### config.mk
export PLATFORM = sky130hd
export DESIGN_NAME = mealy_seq_detect_param
export DESIGN_NICKNAME = d
export VERILOG_FILES = /design/src/rtl/mealy_seq_detect_param.sv
export SDC_FILE = /design/constraint.sdc
export NUM_CORES = 1
export LEC_CHECK = 0
export CAP_MARGIN = 30
export CORE_MARGIN = 2
export CORE_UTILIZATION = 40
export DETAILED_ROUTE_END_ITERATION = 10
export GPL_TIMING_DRIVEN = 0
export PLACE_DENSITY = 0.64
export SYNTH_ARGS = -nofsm -noshare
export SYNTH_HDL_FRONTEND = slang
export SYNTH_SLANG_ARGS = --single-unit
### constraint.sdc
create_clock -name clk -period 4.1 [get_ports clk]
set_input_delay 1.23 -clock clk [delete_from_list [all_inputs] [get_ports clk]]
set_output_delay 1.23 -clock clk [all_outputs]
set_load 0.1 [all_outputs]
### src/rtl/mealy_seq_detect_param.sv
// Mealy serial pattern detector with programmable pattern, don't-care mask,
// length and overlap mode. z is combinational from registered history, x and en.
module mealy_seq_detect_param #(
  parameter int unsigned MAX_LEN = 8,
  parameter int unsigned CNT_W   = 8
) (
  input  logic                         clk,
  input  logic                         rst,
  input  logic                         x,
  input  logic                         en,
  input  logic                         load,
  input  logic [MAX_LEN-1:0]           cfg_pat,
  input  logic [MAX_LEN-1:0]           cfg_mask,
  input  logic [$clog2(MAX_LEN+1)-1:0] cfg_len,
  input  logic                         cfg_ovl,
  output logic                         z,
  output logic [CNT_W-1:0]             match_cnt,
  output logic                         cfg_err
);

  localparam int unsigned LW = $clog2(MAX_LEN + 1);

  // Reset configuration: non-overlapping "101x" detector.
  localparam logic [MAX_LEN-1:0] RstPat  = MAX_LEN'(4'b1010);
  localparam logic [MAX_LEN-1:0] RstMask = MAX_LEN'(4'b0001);
  localparam logic [LW-1:0]      RstLen  = LW'(4);
  localparam logic [LW-1:0]      FillMax = LW'(MAX_LEN - 1);

  logic [MAX_LEN-2:0] hist_q, hist_d;
  logic [LW-1:0]      fill_q, fill_d;
  logic [MAX_LEN-1:0] pat_q, pat_d;
  logic [MAX_LEN-1:0] mask_q, mask_d;
  logic [LW-1:0]      len_q, len_d;
  logic               ovl_q, ovl_d;
  logic [CNT_W-1:0]   cnt_q, cnt_d;
  logic               err_q, err_d;

  logic [MAX_LEN-1:0] win;
  logic [MAX_LEN-1:0] len_mask;
  logic               fill_ok;
  logic               len_valid;

  // Match decode: compare the newest len bits of {hist, x} against the pattern.
  always_comb begin
    win      = {hist_q, x};
    len_mask = '0;
    for (int i = 0; i < int'(MAX_LEN); i++) begin
      len_mask[i] = (32'(i) < 32'(len_q));
    end
    // fill >= len-1, written without subtracting to avoid underflow
    fill_ok   = (32'(fill_q) + 32'd1) >= 32'(len_q);
    z         = en && fill_ok && (((win ^ pat_q) & ~mask_q & len_mask) == '0);
    len_valid = (cfg_len != '0) && (32'(cfg_len) <= MAX_LEN);
  end

  // Next-state: counter, configuration load, history shift and fill tracking.
  always_comb begin
    hist_d = hist_q;
    fill_d = fill_q;
    pat_d  = pat_q;
    mask_d = mask_q;
    len_d  = len_q;
    ovl_d  = ovl_q;
    cnt_d  = cnt_q;
    err_d  = 1'b0;

    if (z && (cnt_q != '1)) begin
      cnt_d = cnt_q + CNT_W'(1);
    end

    if (load) begin
      // The bit presented with a load is dropped regardless of load validity.
      if (len_valid) begin
        pat_d  = cfg_pat;
        mask_d = cfg_mask;
        len_d  = cfg_len;
        ovl_d  = cfg_ovl;
        fill_d = '0;
      end else begin
        err_d = 1'b1;
      end
    end else if (en) begin
      hist_d = win[MAX_LEN-2:0];
      if (z && !ovl_q) begin
        fill_d = '0;
      end else if (fill_q != FillMax) begin
        fill_d = fill_q + LW'(1);
      end
    end
  end

  // State register with synchronous active-low reset taking priority.
  always_ff @(posedge clk) begin
    if (!rst) begin
      hist_q <= '0;
      fill_q <= '0;
      pat_q  <= RstPat;
      mask_q <= RstMask;
      len_q  <= RstLen;
      ovl_q  <= 1'b0;
      cnt_q  <= '0;
      err_q  <= 1'b0;
    end else begin
      hist_q <= hist_d;
      fill_q <= fill_d;
      pat_q  <= pat_d;
      mask_q <= mask_d;
      len_q  <= len_d;
      ovl_q  <= ovl_d;
      cnt_q  <= cnt_d;
      err_q  <= err_d;
    end
  end

  assign match_cnt = cnt_q;
  assign cfg_err   = err_q;

endmodule
After elaboration in Yosys (flattened, before gate mapping)

Cells that the tools add are included.

Register bits after elaboration: 41
Bits of input ports: 26
Word-level logic and storage cells: 49

Add/subtract/negate cells: 3
Magnitude comparators: 10
Equal/unequal tests: 3
Mux-type cells: 6
Bitwise gates (word level): 5
Reduce and logical (&&, ||, !) cells: 14

Operator list:

| cell                                                   | number |
|---|---|
| two-way mux 4 bit                                      | 5 |
| bitwise AND 8 bit                                      | 2 |
| < comparator 3 x 4 -> 1 bit (first input constant)     | 4 |
| adder 8 x 1 -> 8 bit (second input constant)           | 1 |
| zero test 8 bit                                        | 1 |
| < comparator 1 x 4 -> 1 bit (first input constant)     | 2 |
| < comparator 2 x 4 -> 1 bit (first input constant)     | 2 |
| != test 8 bit (second input constant)                  | 1 |
| inverter 8 bit                                         | 1 |
| bitwise XOR 8 bit                                      | 1 |
| AND reduction 2 bit                                    | 3 |
| adder 4 x 1 -> 5 bit (second input constant)           | 1 |
| greater-or-equal comparator 5 x 4 -> 1 bit             | 1 |
| logical AND 1 bit                                      | 5 |
| adder 4 x 1 -> 4 bit (second input constant)           | 1 |
| less-or-equal comparator 4 bit (second input constant) | 1 |
| != test 4 x 3 -> 1 bit (second input constant)         | 1 |
| nonzero test 4 bit                                     | 1 |
| AND reduction 3 bit                                    | 1 |
| nonzero test 3 bit                                     | 1 |
| != test 2 x 1 -> 1 bit (second input constant)         | 1 |
| nonzero test 2 bit                                     | 1 |
| zero test 1 bit                                        | 1 |
| two-way mux 1 bit                                      | 1 |
| inverter 1 bit                                         | 1 |

Logic depth before layout (Yosys ltp)

Depth after elaboration: 9
Mapped depth: 11

Worst setup path before layout

No wires, ideal clock.

Path kind: input-to-output
From: in x
To: out z
Arrival time: 2828 ps
Data required time: 2870 ps
Path slack: 42 ps
Stages on the path: 6
Path buffers: 1
Cell sequence: xnor2_2 -> o32ai_1 -> nor4_2 -> nand4_2 -> clkbuf_1 -> inv_1

Longest elaborated chain between the ends: 5

Ends and longest elaborated chain:

| item                            | RTL line | text |
|---|---|---|
| start: declaration              | 9        | `input logic x,` |
| bitwise XOR 8 bit               | 52       | `z = en && fill_ok && (((win ^ pat_q) & ~mask_q & len_mask) == '0);` |
| bitwise AND 8 bit (2 in series) | 52       |  |
| zero test 8 bit                 | 52       |  |
| logical AND 1 bit               | 52       |  |
| end: declaration                | 16       | `output logic z,` |

No other way between the ends.

Worst setup path in the final report

Same ends and word-level chain as after synthesis.

==> run_results.csv <==
group,metric,value,unit
placement,post_dp_cell_area,2362,um2
floorplanning,row_count,25,
detailed_routing,antenna_left,0,
timing,drv_slew,0,
floorplanning,boundaryPins,36,
cells_and_area,area_delta_synth_final,28.06,%
synth,yosysTopAreaCell,"dfxtp_1",
floorplanning,start_util,41.44,%
detailed_routing,vias,1804,
timing,rsz0062_at_grt,"no",
worst_setup_path,setup.worst_path.class,"in -> out",
global_routing,grt_max_degree,14,
cts,root_buffer,"clkbuf_8",
cts,path_clk_slew,0.07,ns
detailed_routing,first_pass_iters,4,
power,cellPowerDensity,322.9,nW/um2
synth,synthFlopType,"dfxtp_1",
synth,yosysSeqAreaShare,42.21,%
timing,slew_headroom,35.05,%
global_routing,grt_util_all_layers,19.40,%
placement,globalplace.congestion,0.8293,
timing,fin_worst_skew,0.008536,ns
global_routing,grt-ovfl-total,0,
timing,setup_violations,0,
detailed_routing,post_drt_wl_per_cell,13.64,um
cts,clock-sinks,41,
synth,syn_area,1944,um2
cts,cts_hold_repair.buffers,0,
detailed_routing,detail_route.vias_per_cell,5.229,
power,peakVddDrop,0.0001699,V
synth,postSynthCellCount,245,
cells_and_area,layout.core_utilization,53.07,%
worst_hold_path,worstHoldPathType,"reg -> reg",
run,drv_cap,0,
detailed_routing,finalWirelength,4.705,mm
global_routing,grt_pass1_wl,8.059,mm
outcome,status,"completed",
cts,cts-htree-levels,2,
synth,yosysMostFrequentCell,"nand2_1",
cts,cts_buffers,5,
synth,synth.distinct_cells,35,
worst_setup_path,arrival,2.72,ns
floorplanning,dieArea,5435,um2
synth,synthTopCellsByArea,"dfxtp_1 42%, nand2_1 12%, a21oi_1 8.2%",
cells_and_area,n_antenna_cell,0,
global_routing,antenna_found_initial,0,
worst_setup_path,worstSetupStartpointType,"input pin",
detailed_routing,drc,0,
synth,mappedNetlistNets,277,
floorplanning,fp.dieH,73.72,um
synth,synthTopCellsByCount,"64 x nand2_1, 41 x dfxtp_1, 32 x a21oi_1, 13 x inv_1, 11 x clkbuf_1",
timing,period_share,96.32,%
worst_setup_path,cp-end-kind,"output port",
cells_and_area,fin_nets,322,
power,power.leakage,0.8858,nW
detailed_routing,first_iter_violations,103,
synth,ys_warn_count,0,
placement,hpwl,3.440,mm
timing,tightest_slew,0.9712,ns
floorplanning,core_area,4692,um2
cells_and_area,drive_gt1_share,5.842,%
worst_setup_path,cp_max_fo,3,
floorplanning,die_w,73.72,um
cells_and_area,regArea,820.8,um2
worst_setup_path,critPathRequiredTime,2.87,ns
synth,yosys.area.top_type_share,42.21,%
cts,clock_path_buffers,2,
cells_and_area,finalInstanceArea,2490,um2
global_routing,grt_pass1_vias,1725,
timing,finalHoldViolations,0,
cells_and_area,multi_input_area,1033,um2
synth,synth.ff_latch_count,41,
cells_and_area,fill_cells,461,
timing,layout_min_cycle_time,3.949,ns
synth,synth_edf_count,0,
cts,cts_tree,"built",
synth,postSynth.asyncResetShare,0,%
cts,insertion_delay,0.29,ns
placement,io_buffers,35,
timing,fmax,253.2,MHz
synth,avgSynthCellArea,7.936,um2
==> through the flow <==
stage	total power [mW]	TNS (ns)	hold WS [ns]	cells	setup WS, ns
after CTS	0.8070	0	0.4709	345	0.09738
after floorplan	0.4972	0	0.4363	245	0.04191
after global placement	0.5433	-1.399	0.4536	334	-1.399
after global routing	0.8389	0	0.4899	345	0.01721
after detailed placement	0.5442	-1.376	0.4546	334	-1.376
final	0.8040	0	0.4660	345	0.1508
==> cell usage in the layout, fill, tap and decap left out, drive strengths merged, types with 6 or more instances in the layout <==
cell           instances
ha                     6
clkbuf                16
o21ai                  7
nand3                  9
inv                   13
dfxtp                 41
xnor2                  9
clkdlybuf4s50         32
nand2                 64
a21oi                 32
==> flip-flops by register name (all words and copies together), names as in the netlist <==
signal / count
mask_q: 8
pat_q: 8
match_cnt: 8
fill_q: 4
cfg_err: 1
len_q: 4
hist_q: 7
ovl_q: 1
==> area by class of cell <==
class | instances | area share [%]
inverter | 13 | 1.960
tap | 54 | 2.714
clock buffer | 5 | 2.764
multi-input combinational | 180 | 41.51
sequential | 41 | 32.96
buffer | 11 | 2.060
timing repair buffer | 38 | 15.33
clock inverter | 3 | 0.7035
==> metal layers <==
layer  wire length [um]  track usage (%)  part of all wire, %  up-vias
met5                  0                0                    0        -
met4                 79            7.071                  1.7        0
met3                149            4.664                  3.2        7
met2               2103            30.36                   45       30
met1               2372            25.90                   50      824
li1                   -                -                    -      943
==> power breakdown <==
part           switching (mW)  internal [mW]  total, mW  leakage (nW)
logic                  0.0597         0.0529      0.113         0.508
clock network           0.148          0.118      0.266        0.0439
registers              0.0132          0.412      0.426         0.334
==> logic make-up (layout without fill, tap and decap cells) <==
family / count (synthesis) / in the layout / share of synthesized area (%)
buf+inv: 24 / 70 / 4.633
flops: 41 / 41 / 42.21
compound gates: 61 / 61 / 19.31
simple gates: 100 / 100 / 23.62
fa+ha+maj: 6 / 6 / 3.861
xor+xnor: 11 / 11 / 5.342
mux: 2 / 2 / 1.030
==> worst max-delay path, stage by stage <==
cell             delay (ns)
clkdlybuf4s15_1        0.22
xnor2_2                0.21
buf_4                  0.15
o31ai_1                0.07
a22oi_1                0.23
nand4_2                0.17
clkbuf_8               0.20
inv_2                  0.07
buf_12                 0.17
==> timing repair <==
| item | 4_1_cts | 5_1_grt |
|---|---|---|
| setup buffers | 3 | 0 |
| pin swaps | 3 | 3 |
| resized for setup | 14 | 2 |
| endpoints found under the setup margin | 1 | 1 |
==> worst paths after layout <==
| kind | cells past startpoint | slack [ns] | to | from |
|---|---|---|---|---|
| setup / recovery | 9 | 0.15 | z | x |
| hold / removal | 2 | 0.47 | mask_q[3] | mask_q[3] |
| setup reg to reg | 10 | 1.51 | match_cnt[6] | fill_q[0] |
| hold reg to reg | 2 | 0.47 | mask_q[3] | mask_q[3] |
Note: power is estimated with default switching activity, not from simulation.
